--- src/rtl/eth_pkg.sv ---
// Shared Ethernet constants and types for the receive-side frame filter.
package eth_pkg;

  typedef logic [47:0] mac_addr_t;

  localparam logic [15:0] ETHERTYPE_IPV4 = 16'h0800;
  localparam logic [15:0] ETHERTYPE_ARP  = 16'h0806;
  localparam mac_addr_t   MAC_BROADCAST  = 48'hFFFF_FFFF_FFFF;

endpackage

--- src/rtl/sat_counter.sv ---
// Event counter that sticks at all-ones instead of wrapping.
module sat_counter #(
  parameter int unsigned WIDTH = 32
) (
  input  logic             clk,
  input  logic             reset,
  input  logic             inc_i,
  input  logic             clear_i,
  output logic [WIDTH-1:0] count_o
);

  logic [WIDTH-1:0] count_q, count_d;

  always_comb begin
    count_d = count_q;
    if (clear_i) begin
      count_d = '0;
    end else if (inc_i && (count_q != '1)) begin
      count_d = count_q + 1'b1;
    end
  end

  always_ff @(posedge clk or posedge reset) begin
    if (reset) begin
      count_q <= '0;
    end else begin
      count_q <= count_d;
    end
  end

  assign count_o = count_q;

endmodule

--- src/rtl/eth_rx_frame_filter.sv ---
// Per-frame forward/drop decision on destination MAC and EtherType, with
// zero-latency payload pass-through and saturating pass/drop counters.
module eth_rx_frame_filter
  import eth_pkg::*;
#(
  parameter int unsigned DATA_WIDTH         = 8,
  parameter int unsigned KEEP_ENABLE        = 0,
  parameter int unsigned TYPE_FILTER_ENABLE = 1,
  parameter int unsigned CNT_WIDTH          = 32
) (
  input  logic                    clk,
  input  logic                    reset,

  input  logic                    eth_header_in_valid,
  output logic                    eth_header_in_ready,
  input  mac_addr_t               eth_header_in_dest_mac,
  input  mac_addr_t               eth_header_in_src_mac,
  input  logic [15:0]             eth_header_in_eth_type,

  input  logic [DATA_WIDTH-1:0]   eth_payload_in_tdata,
  input  logic [DATA_WIDTH/8-1:0] eth_payload_in_tkeep,
  input  logic                    eth_payload_in_tvalid,
  output logic                    eth_payload_in_tready,
  input  logic                    eth_payload_in_tlast,
  input  logic                    eth_payload_in_tuser,

  output logic                    eth_header_out_valid,
  input  logic                    eth_header_out_ready,
  output mac_addr_t               eth_header_out_dest_mac,
  output mac_addr_t               eth_header_out_src_mac,
  output logic [15:0]             eth_header_out_eth_type,

  output logic [DATA_WIDTH-1:0]   eth_payload_out_tdata,
  output logic [DATA_WIDTH/8-1:0] eth_payload_out_tkeep,
  output logic                    eth_payload_out_tvalid,
  input  logic                    eth_payload_out_tready,
  output logic                    eth_payload_out_tlast,
  output logic                    eth_payload_out_tuser,

  input  mac_addr_t               cfg_local_mac,
  input  logic                    cfg_mcast_enable,
  output logic [CNT_WIDTH-1:0]    pass_count,
  output logic [CNT_WIDTH-1:0]    drop_count,
  output logic                    busy
);

  typedef enum logic [1:0] {
    IDLE = 2'd0,
    PASS = 2'd1,
    DROP = 2'd2
  } state_t;

  state_t      state_q, state_d;
  logic        hdr_valid_q, hdr_valid_d;
  logic        hdr_ready_q, hdr_ready_d;
  mac_addr_t   dst_q, dst_d;
  mac_addr_t   src_q, src_d;
  logic [15:0] type_q, type_d;

  logic mac_ok;
  logic type_ok;
  logic frame_pass;
  logic hdr_accept;
  logic out_hdr_taken;

  always_comb begin
    mac_ok  = (eth_header_in_dest_mac == cfg_local_mac) ||
              (eth_header_in_dest_mac == MAC_BROADCAST) ||
              (cfg_mcast_enable && eth_header_in_dest_mac[40]);
    type_ok = (TYPE_FILTER_ENABLE == 0) ||
              (eth_header_in_eth_type == ETHERTYPE_IPV4) ||
              (eth_header_in_eth_type == ETHERTYPE_ARP);
    frame_pass = mac_ok && type_ok;
  end

  assign hdr_accept    = eth_header_in_valid && hdr_ready_q;
  assign out_hdr_taken = hdr_valid_q && eth_header_out_ready;

  always_comb begin
    state_d                = state_q;
    eth_payload_in_tready  = 1'b0;
    eth_payload_out_tvalid = 1'b0;
    unique case (state_q)
      IDLE: begin
        if (hdr_accept) begin
          state_d = frame_pass ? PASS : DROP;
        end
      end
      PASS: begin
        eth_payload_out_tvalid = eth_payload_in_tvalid;
        eth_payload_in_tready  = eth_payload_out_tready;
        if (eth_payload_in_tvalid && eth_payload_out_tready && eth_payload_in_tlast) begin
          state_d = IDLE;
        end
      end
      DROP: begin
        eth_payload_in_tready = 1'b1;
        if (eth_payload_in_tvalid && eth_payload_in_tlast) begin
          state_d = IDLE;
        end
      end
      default: state_d = IDLE;
    endcase
  end

  // Header ready is registered from next-state so it reads low during reset
  // yet still asserts on the cycle right after a tlast handshake.
  always_comb begin
    hdr_valid_d = hdr_valid_q;
    dst_d       = dst_q;
    src_d       = src_q;
    type_d      = type_q;
    if (out_hdr_taken) begin
      hdr_valid_d = 1'b0;
    end
    if (hdr_accept && frame_pass) begin
      hdr_valid_d = 1'b1;
      dst_d       = eth_header_in_dest_mac;
      src_d       = eth_header_in_src_mac;
      type_d      = eth_header_in_eth_type;
    end
    hdr_ready_d = (state_d == IDLE) && !hdr_valid_d;
  end

  always_ff @(posedge clk or posedge reset) begin
    if (reset) begin
      state_q     <= IDLE;
      hdr_valid_q <= 1'b0;
      hdr_ready_q <= 1'b0;
      dst_q       <= '0;
      src_q       <= '0;
      type_q      <= '0;
    end else begin
      state_q     <= state_d;
      hdr_valid_q <= hdr_valid_d;
      hdr_ready_q <= hdr_ready_d;
      dst_q       <= dst_d;
      src_q       <= src_d;
      type_q      <= type_d;
    end
  end

  assign eth_header_in_ready     = hdr_ready_q;
  assign eth_header_out_valid    = hdr_valid_q;
  assign eth_header_out_dest_mac = dst_q;
  assign eth_header_out_src_mac  = src_q;
  assign eth_header_out_eth_type = type_q;

  assign eth_payload_out_tdata = eth_payload_in_tdata;
  assign eth_payload_out_tkeep = (KEEP_ENABLE != 0) ? eth_payload_in_tkeep : '1;
  assign eth_payload_out_tlast = eth_payload_in_tlast;
  assign eth_payload_out_tuser = eth_payload_in_tuser;

  assign busy = (state_q != IDLE);

  sat_counter #(.WIDTH(CNT_WIDTH)) u_pass_cnt (
    .clk     (clk),
    .reset   (reset),
    .inc_i   (hdr_accept && frame_pass),
    .clear_i (1'b0),
    .count_o (pass_count)
  );

  sat_counter #(.WIDTH(CNT_WIDTH)) u_drop_cnt (
    .clk     (clk),
    .reset   (reset),
    .inc_i   (hdr_accept && !frame_pass),
    .clear_i (1'b0),
    .count_o (drop_count)
  );

endmodule

--- config.mk ---
export PLATFORM = sky130hd
export DESIGN_NAME = eth_rx_frame_filter
export DESIGN_NICKNAME = d
export VERILOG_FILES = /design/src/rtl/eth_pkg.sv /design/src/rtl/sat_counter.sv /design/src/rtl/eth_rx_frame_filter.sv
export SDC_FILE = /design/constraint.sdc
export NUM_CORES = 1
export LEC_CHECK = 0
export CAP_MARGIN = 40
export CORE_ASPECT_RATIO = 0.75
export CORE_MARGIN = 2
export CORE_UTILIZATION = 37
export CTS_CLUSTER_DIAMETER = 30
export CTS_CLUSTER_SIZE = 20
export DETAILED_ROUTE_END_ITERATION = 8
export PLACE_DENSITY = 0.74
export SLEW_MARGIN = 20
export SYNTH_ARGS = -nofsm -noshare
export SYNTH_HDL_FRONTEND = slang
export SYNTH_SLANG_ARGS = --single-unit
--- constraint.sdc ---
create_clock -name clk -period 5.9 [get_ports clk]
set_clock_uncertainty 0.15 [all_clocks]
set_input_delay 1.18 -clock clk [delete_from_list [all_inputs] [get_ports clk]]
set_output_delay 1.18 -clock clk [all_outputs]
set_load 0.02 [all_outputs]
======== Yosys cells after proc, flatten, opt, wreduce, memory -nomap -nowiden ========
Cells that the tools add are included.
storage, ports and cells
  register bits after elaboration ......... 180
  bits of input ports ..................... 178
  word-level logic and storage cells ...... 47
operators by class
  add/subtract/negate cells ............... 2
  equal/unequal tests ..................... 8
  multiplexer cells ....................... 9
  reductions and logical operators ........ 20
operators by type and width
  operator               count
  $add 32x1->32 const B  2
  $ne 32x32->1 const B   2
  $eq 48x48->1           1
  $eq 48x48->1 const B   1
  $eq 16x12->1 const B   2
  $logic_and 1x1->1      12
  $mux 2                 4
  $pmux 2 s3             1
  $logic_not 2->1        2
  $logic_or 1x1->1       3
  $mux 1                 3
  $eq 2x1->1 const B     1
  $eq 2x2->1 const B     1
  $logic_not 1->1        2
  $pmux 1 s2             1
  $reduce_bool 2->1      1

======== Longest topological paths before layout ========
Gate-level depths: netlist of run 1.
  depth after elaboration ................. 9
  gate-level depth with buffers ........... 9
  mapped depth without buffers ............ 8

======== Cells and area by module ========
Synthesis of run 1 repeated with hierarchy kept, for this count alone.
second synthesis, totals
  cells, all modules ...................... 745
  area total of the unflattened synthesis .. 8909.8 um^2
by module, submodules not included
  module               instances  cells each  area an instance (um^2)  seq. area each (um^2)
  eth_rx_frame_filter  1          373         5429.0                   2902.8
  sat_counter          2          186         1740.4                   800.8

======== Least setup slack after synthesis of run 1 ========
Ideal clock, no wire load.
  path kind ............................... input-to-reg
  start point ............................. in cfg_local_mac[43]
  end point ............................... reg u_pass_cnt.count_q[18] (netlist: u_pass_cnt.count_o[18])
  library setup time ...................... 128 ps
  arrival ................................. 2882 ps
  path slack .............................. 2740 ps
  stages .................................. 8
  buffers on the path ..................... 1
  cells stage by stage .................... xor2_1 > nor4_1 > nand4_1 > o31ai_2 > nand3_1 > buf_2 > nor4_2 > mux2_1
on the way
  longest elaborated chain between the ends .. 6
RTL lines
  item                  RTL line                    source
  start, declared       eth_rx_frame_filter.sv:40   input mac_addr_t cfg_local_mac,
  $eq 48x48->1          eth_rx_frame_filter.sv:67   mac_ok = (eth_header_in_dest_mac == cfg_local_mac) ||
  $logic_or 1x1->1      eth_rx_frame_filter.sv:67
  $logic_or 1x1->1      eth_rx_frame_filter.sv:68   (eth_header_in_dest_mac == MAC_BROADCAST) ||
  $logic_and 1x1->1     eth_rx_frame_filter.sv:73   frame_pass = mac_ok && type_ok;
  $logic_and 1x1->1     eth_rx_frame_filter.sv:159  .inc_i (hdr_accept && frame_pass),
  $logic_and 1x1->1     sat_counter.sv:18           end else if (inc_i && (count_q != '1)) begin
  end signal, assigned  sat_counter.sv:27           count_q <= count_d;
  end, declared         sat_counter.sv:12           logic [WIDTH-1:0] count_q, count_d;
No other way between the ends.
A chain may end at the register's enable or synchronous reset.

======== Final worst setup path of run 1 ========
  start point ............................. in eth_header_in_dest_mac[28]
  end point ............................... reg u_pass_cnt.count_q[22] (netlist: u_pass_cnt.count_o[22])
on the way
  longest elaborated chain between the ends .. 6
  elaborated cells on any way between the ends .. 7
RTL lines
  item                             RTL line                                              source
  start, declared                  eth_rx_frame_filter.sv:16                             input mac_addr_t eth_header_in_dest_mac,
  $eq 48x48->1 (on tied branches)  eth_rx_frame_filter.sv:67, eth_rx_frame_filter.sv:68
  $logic_or 1x1->1 (*)             eth_rx_frame_filter.sv:67
  $logic_or 1x1->1 (*)             eth_rx_frame_filter.sv:68
  $logic_and 1x1->1 (*)            eth_rx_frame_filter.sv:73
  $logic_and 1x1->1 (*)            eth_rx_frame_filter.sv:159
  $logic_and 1x1->1 (*)            sat_counter.sv:18
Every way passes the cells marked *; elsewhere a longest branch is shown, timed or not.

==> results of run 1 <==
## worst max-delay path by stage
stage	from	to	cells after the start
3_3_place_gp	eth_header_in_dest_mac[3]	u_pass_cnt.count_o[20]$_DFFE_PP0P_	9
3_5_place_dp	eth_header_in_dest_mac[3]	u_pass_cnt.count_o[22]$_DFFE_PP0P_	9
6_report	eth_header_in_dest_mac[28]	u_pass_cnt.count_o[22]$_DFFE_PP0P_	9
5_1_grt	eth_header_in_dest_mac[28]	u_pass_cnt.count_o[22]$_DFFE_PP0P_	9
2_1_floorplan	reset	eth_header_in_ready$_DFF_PP0_	1
4_1_cts	eth_header_in_dest_mac[3]	u_pass_cnt.count_o[22]$_DFFE_PP0P_	9
## sequential cells by signal, indices dropped and copies added, names as in the netlist
register                 cells
eth_header_in_ready          1
eth_header_out_dest_mac     48
eth_header_out_eth_type     16
eth_header_out_src_mac      48
eth_header_out_valid         1
state_q                      2
u_drop_cnt.count_o          32
u_pass_cnt.count_o          32
## per-layer routing
metal  share of wire  routed length (µm)
met5               0                   0
met4           0.019                 461
met3           0.072                1770
met2            0.45               11100
met1            0.46               11200
## power by group through the flow
stage               Sequential, W  Clock [W]  Combinational [W]
floorplan                 0.00134          0           0.000153
global placement          0.00132          0           0.000409
detailed placement        0.00132          0           0.000412
CTS                       0.00130    0.00122           0.000416
global route              0.00130    0.00127           0.000447
finish                    0.00130    0.00119           0.000412
## synthesized netlist by cell type, types with 2 or more instances
cell        n  area share
buf_4      13       0.011
and2_1     17       0.012
xnor2_1    29       0.030
nor2_1     10      0.0044
ha_1        6      0.0087
buf_2       5      0.0029
nor3b_1     3      0.0026
nor3_1     13      0.0076
nand2b_1    2      0.0015
buf_6       9       0.012
o22ai_1     2      0.0015
mux2_2     10       0.013
nor4b_2     6       0.010
a21oi_1     6      0.0035
nor4_1     18       0.013
nor4_2     12       0.017
nor2b_1     3      0.0022
and3_1     14       0.010
dfrtp_1   180        0.52
and4_1      7      0.0071
inv_1      11      0.0048
mux2_4     80        0.14
mux2_1     11       0.014
clkbuf_1    4      0.0017
nand2_1    33       0.014
nand3_1    19       0.011
xor2_1     81       0.083
nand4_1    31       0.023
## per-stage QoR
| stage | util | setup WS [ns] | hold slack, ns | cells |
|---|---|---|---|---|
| 2_1_floorplan | - | 2.26 | 0.418 | 652 |
| 3_3_place_gp | 0.536 | 1.02 | 0.303 | 1273 |
| 3_5_place_dp | 0.536 | 1.02 | 0.301 | 1273 |
| 4_1_cts | 0.563 | 1.46 | 0.328 | 1305 |
| 5_1_grt | 0.563 | 1.24 | 0.349 | 1305 |
| 6_report | 0.563 | 1.45 | 0.319 | 1305 |
## cell families after synthesis
logic type | after synthesis
buf+inv | 43
other cells | 1
simple gates | 196
xor+xnor | 110
fa+ha+maj | 6
flops | 180
compound gates | 15
mux | 101
## cells in the final DEF, fill, tap and decap left out, types with 11 or more instances in the layout
master / instances
mux2_1: 11
and2_1: 17
clkbuf_16: 17
nand4_1: 31
clkdlybuf4s50_1: 349
nor4_1: 18
mux2_4: 80
xnor2_1: 29
nor4_2: 12
nand3_1: 18
nor3_1: 13
and3_1: 14
dfrtp_1: 180
nand2_1: 33
xor2_1: 81
## area by class of cell
cell class	instances	share of cell area
Sequential cell	180	0.349
Multi-Input combinational cell	429	0.296
Timing Repair Buffer	353	0.275
Clock buffer	22	0.0360
Tap cell	300	0.0291
Clock inverter	10	0.0114
Inverter	11	0.00349
## worst max-delay path: cells and delay by family
kind	cells	cell delay (ns)
AO/OA/AOI/OAI	1	0.51
XOR/XNOR	2	0.33
buffers and inverters	2	1.00
AND/OR/NAND/NOR	4	1.59
==> impl_metrics.tcl, run 1 <==
set metrics [dict create \
    outcome "finished, final reports clean" \
    h-tree-depth 4 \
    clkLatencyLatePin_ns 0.43 \
    min_path_type "flip-flop to flip-flop" \
    via_per_inst 4.87 \
    clkSlewWorstSetupHoldPaths_ns 0.07 \
    postPlaceCellArea_um2 12300 \
    crit_chain "clkdlybuf4s50_1 -> xor2_1 -> nor4_1 -> nand4_1 -> o31ai_2 -> nand3_4 -> buf_4 -> nor4b_2 -> xor2_1" \
    r2r-start "u_pass_cnt.count_o[8]$_DFFE_PP0P_" \
    drtPass1Iterations 4 \
    worstMarginPinSlew_ns 1.06 \
    drc 0 \
    comb_power_share 0.142 \
    grt_pass1_vias 6518 \
    use_met3 0.0683 \
    initial_core_util 0.375 \
    die_x_um 180 \
    yosysUniqueCellTypes 45 \
    syn_nets 836 \
    max_freq_ghz 0.225 \
    synth-xor-area-share 0.112 \
    first_iter_violations 334 \
    dp.final_hpwl_um 18500 \
    vias 6349 \
    worst_path_largest_cell_delay_ns 0.56 \
    setup_viol 0 \
    critical_path_arrival_ns 4.65 \
    drtAntennaViolNets 0 \
    hold_viol_final 0 \
    peakVddDrop_v 0.000227 \
    rows 48 \
    p_int_w 0.00217 \
    grt-ovfl-total 0 \
    power.switching_w 0.000726 \
    yosys.area_share.simple 0.144 \
    busiest_layer "met2" \
    slew_violations 0 \
    hold_start "eth_header_out_eth_type[11]$_DFFE_PP0P_" \
    area_growth_pct 50.2 \
    maxSlewHeadroom 0.296 \
    swShare 0.251 \
    boundaryPins 370 \
    async_flop_share 1.00 \
    nets 1176 \
    grtUsageTotal 0.204 \
    cts_max_path_buffers 2 \
    rsz0062_at_grt "false" \
    crit_required_ns 6.10 \
    p_clk_frac 0.410 \
    seq_power_share 0.448 \
    dieArea_um2 24500 \
    grt_max_degree 181 \
    synthAdderAreaFrac 0.00873 \
    cts_buffers 17 \
    hold_depth 1 \
    grt_util_met1 0.272 \
    end_kind "flip-flop" \
    place_congestion 0.919 \
    ff2ff_path_depth 7 \
    whs_endpoint "eth_header_out_eth_type[11]$_DFFE_PP0P_" \
    synthMuxAreaShare 0.167 \
    worst-setup-path-type "primary input to flip-flop" \
    ctsRootBufferMaster "clkbuf_16" \
    rrSetupSlack_ns 2.89 \
    final_area_um2 12900 \
    critPathMostFrequentCell "xor2_1" \
    multi_input_area_um2 3830 \
    start_kind "primary input" \
    drive_gt1_frac 0.147 \
    wl_per_cell_um 18.8 \
    drt-total-wl_um 24600 \
    syn_avg_cell_area_um2 13.2 \
    synth_compound_area_frac 0.0111 \
    fill_cells 1890 \
    cts_tree "yes" \
    synth_area_um2 8600 \
    slowest_stage "nor4_1" \
    die_h_um 136 \
    p_total_w 0.00290 \
    tns_ns 0 \
    fin_crit_sh 0.755 \
    grtUsageMet2 0.314 \
    grt_pass1_wl_um 38400 \
    p_per_area_nw_per_um2 224 \
    cts.sinks 180 \
    crit_fanout 37 \
    synth_seq_area_share 0.524 \
    min_period_ns 4.45 \
    core_area_um2 22900 \
    rr_endpoint "u_pass_cnt.count_o[1]$_DFFE_PP0P_" \
    yosys_most_used_dff "dfrtp_1" \
    synth_top_family_by_area "multiplexers" \
    post-cts-setup-buffer-count 0 \
    antennaDiodeCount 0 \
    cts-resized-gates 0 \
    synth-edff-count 0 \
    postSynthCellCount 652 \
    maxCapViolCount 0 \
    seqCellArea_um2 4500 \
    ys.warnings.count 0 \
    cts_hold_buf 0 \
    ys_seq_elements 180 \
    antenna_found_initial 0 \
    leakage_nw 5.92 \
    io_buffers 349 \
]
(Power assumes the default switching activity.)
==> inputs of run 2 (changes only) <==
- PLACE_DENSITY: 0.74 -> 0.72
- clock period: 5.9 -> 4.55 ns (I/O delays scaled with it)
==> run 2 against run 1 <==
  * Via count rose by 0.11%
  * Worst hold slack better by 0.0035 ns
  * Largest cell class unchanged
  * Clock power is 29% higher
  * Register-to-register slack lost 1.4 ns
  * First-iteration DRC count is 16% lower
  * Cell area up 0.24%
  * Global-route usage is 0.21 points higher
==> impl_metrics.tcl, run 2 (synthesized netlist as in run 1, its figures left out) <==
set metrics [dict create \
    outcome "finished, final reports clean" \
    vias 6356 \
    cts_hold_buf 0 \
    drc 0 \
    dp.final_hpwl_um 18400 \
    worst_path_largest_cell_delay_ns 0.54 \
    first_iter_violations 279 \
    worst-setup-path-type "primary input to flip-flop" \
    whs_endpoint "eth_header_out_eth_type[11]$_DFFE_PP0P_" \
    tns_ns 0 \
    clkLatencyLatePin_ns 0.43 \
    fin_crit_sh 0.805 \
    p_per_area_nw_per_um2 290 \
    rsz0062_at_grt "false" \
    slowest_stage "clkdlybuf4s50_1" \
    setup_viol 0 \
    grt_max_degree 76 \
    ctsRootBufferMaster "clkbuf_16" \
    critical_path_arrival_ns 3.82 \
    crit_path_start "eth_header_in_dest_mac[22]" \
    leakage_nw 5.94 \
    grtUsageTotal 0.206 \
    cts_max_path_buffers 2 \
    maxSlewHeadroom 0.452 \
    worstMarginPinSlew_ns 0.816 \
    crit_fanout 65 \
    cp.buffers_inverters 2 \
    clkSlewWorstSetupHoldPaths_ns 0.07 \
    swShare 0.257 \
    drtPass1Iterations 4 \
    boundaryPins 370 \
    antenna_found_initial 0 \
    grt_pass1_wl_um 38600 \
    crit_required_ns 4.71 \
    final_common_cell "clkdlybuf4s50_1" \
    post-cts-setup-buffer-count 0 \
    r2r-start "u_pass_cnt.count_o[9]$_DFFE_PP0P_" \
    nets 1178 \
    timing.hold.ws_ns 0.322 \
    final_cell_mix "clkdlybuf4s50_1, dfrtp_1, xor2_1, mux2_4, nand2_1" \
    ff2ff_path_depth 7 \
    end_kind "flip-flop" \
    dieArea_um2 24500 \
    h-tree-depth 4 \
    cts.sinks 180 \
    via_per_inst 4.87 \
    start_kind "primary input" \
    power.switching_w 0.000967 \
    drive_gt1_frac 0.150 \
    min_period_ns 3.66 \
    hold_viol_final 0 \
    cp_top_family "simple AND/OR/NAND/NOR gates" \
    maxCapViolCount 0 \
    rows 48 \
    drtAntennaViolNets 0 \
    die_h_um 136 \
    cts-resized-gates 0 \
    seq_power_share 0.447 \
    core_area_um2 22900 \
    place_congestion 0.879 \
    io_buffers 349 \
    comb_power_share 0.143 \
    hold_depth 1 \
    max_freq_ghz 0.273 \
    grt-ovfl-total 0 \
    min_path_type "flip-flop to flip-flop" \
    rr_endpoint "u_pass_cnt.count_o[1]$_DFFE_PP0P_" \
    antennaDiodeCount 0 \
    drt-total-wl_um 24900 \
    cts_tree "yes" \
    rrSetupSlack_ns 1.50 \
    hold_start "eth_header_out_eth_type[11]$_DFFE_PP0P_" \
    die_x_um 180 \
    wl_per_cell_um 19.1 \
    area_growth_pct 50.5 \
    cts_buffers 17 \
    initial_core_util 0.375 \
    p_int_w 0.00279 \
    slew_violations 0 \
    peakVddDrop_v 0.000335 \
    grt_pass1_vias 6459 \
    crit_chain "clkdlybuf4s50_1 -> xor2_1 -> nor4_1 -> nand4_1 -> o31ai_2 -> nand3_4 -> buf_12 -> nor4_2 -> mux2_1" \
    p_clk_frac 0.410 \
]
[run 2: power by group through the flow]
stage	registers [W]	clock network [W]	logic (W)
detailed placement	0.00171	0	0.000537
global route	0.00169	0.00165	0.000581
floorplan	0.00174	0	0.000199
CTS	0.00168	0.00158	0.000543
global placement	0.00171	0	0.000535
finish	0.00168	0.00154	0.000536
[run 2: worst register-to-register path, stage by stage (launching register included)]
cell     delay [ns]
dfrtp_1        0.45
and4_1         0.27
and3_1         0.22
nand3_1        0.16
or3_1          0.52
nor2_2         0.64
nor2_1         0.18
mux2_1         0.35
[run 2: through the flow]
step / total power (W) / cells / instance area (µm²) / util / setup WS (ns)
after floorplan: 0.00194 / 652 / 8600 / - / 1.18
after CTS: 0.00380 / 1306 / 12900 / 0.564 / 0.880
after global routing: 0.00392 / 1306 / 12900 / 0.564 / 0.775
final: 0.00376 / 1306 / 12900 / 0.564 / 0.888
after global placement: 0.00224 / 1275 / 12300 / 0.538 / 0.464
after detailed placement: 0.00224 / 1275 / 12300 / 0.538 / 0.418
[run 2: metal layers]
layer	vias to the layer above	routed length, µm	track usage	part of all wire
met2	237	11200	0.313	0.45
met5	-	0	0	0
li1	2969	-	-	-
met4	0	449	0.0668	0.018
met1	3120	11400	0.280	0.46
met3	30	1860	0.0656	0.075
[run 2: worst max path at each step]
stage,to,slack [ns],cells after the start
2_1_floorplan,eth_header_in_ready$_DFF_PP0_,1.18,1
3_3_place_gp,u_pass_cnt.count_o[18]$_DFFE_PP0P_,0.46,9
3_5_place_dp,u_pass_cnt.count_o[1]$_DFFE_PP0P_,0.42,9
4_1_cts,u_pass_cnt.count_o[1]$_DFFE_PP0P_,0.88,9
5_1_grt,u_pass_cnt.count_o[12]$_DFFE_PP0P_,0.77,8
6_report,u_pass_cnt.count_o[18]$_DFFE_PP0P_,0.89,9
[run 2: layout make-up]
type | instances | area, µm²
fill | 1935 | 10000
sequential | 180 | 4500
multi-input combinational | 429 | 3830
timing repair buffer | 355 | 3590
clock buffer | 18 | 429
tap | 300 | 375
clock inverter | 13 | 174
inverter | 11 | 45.0
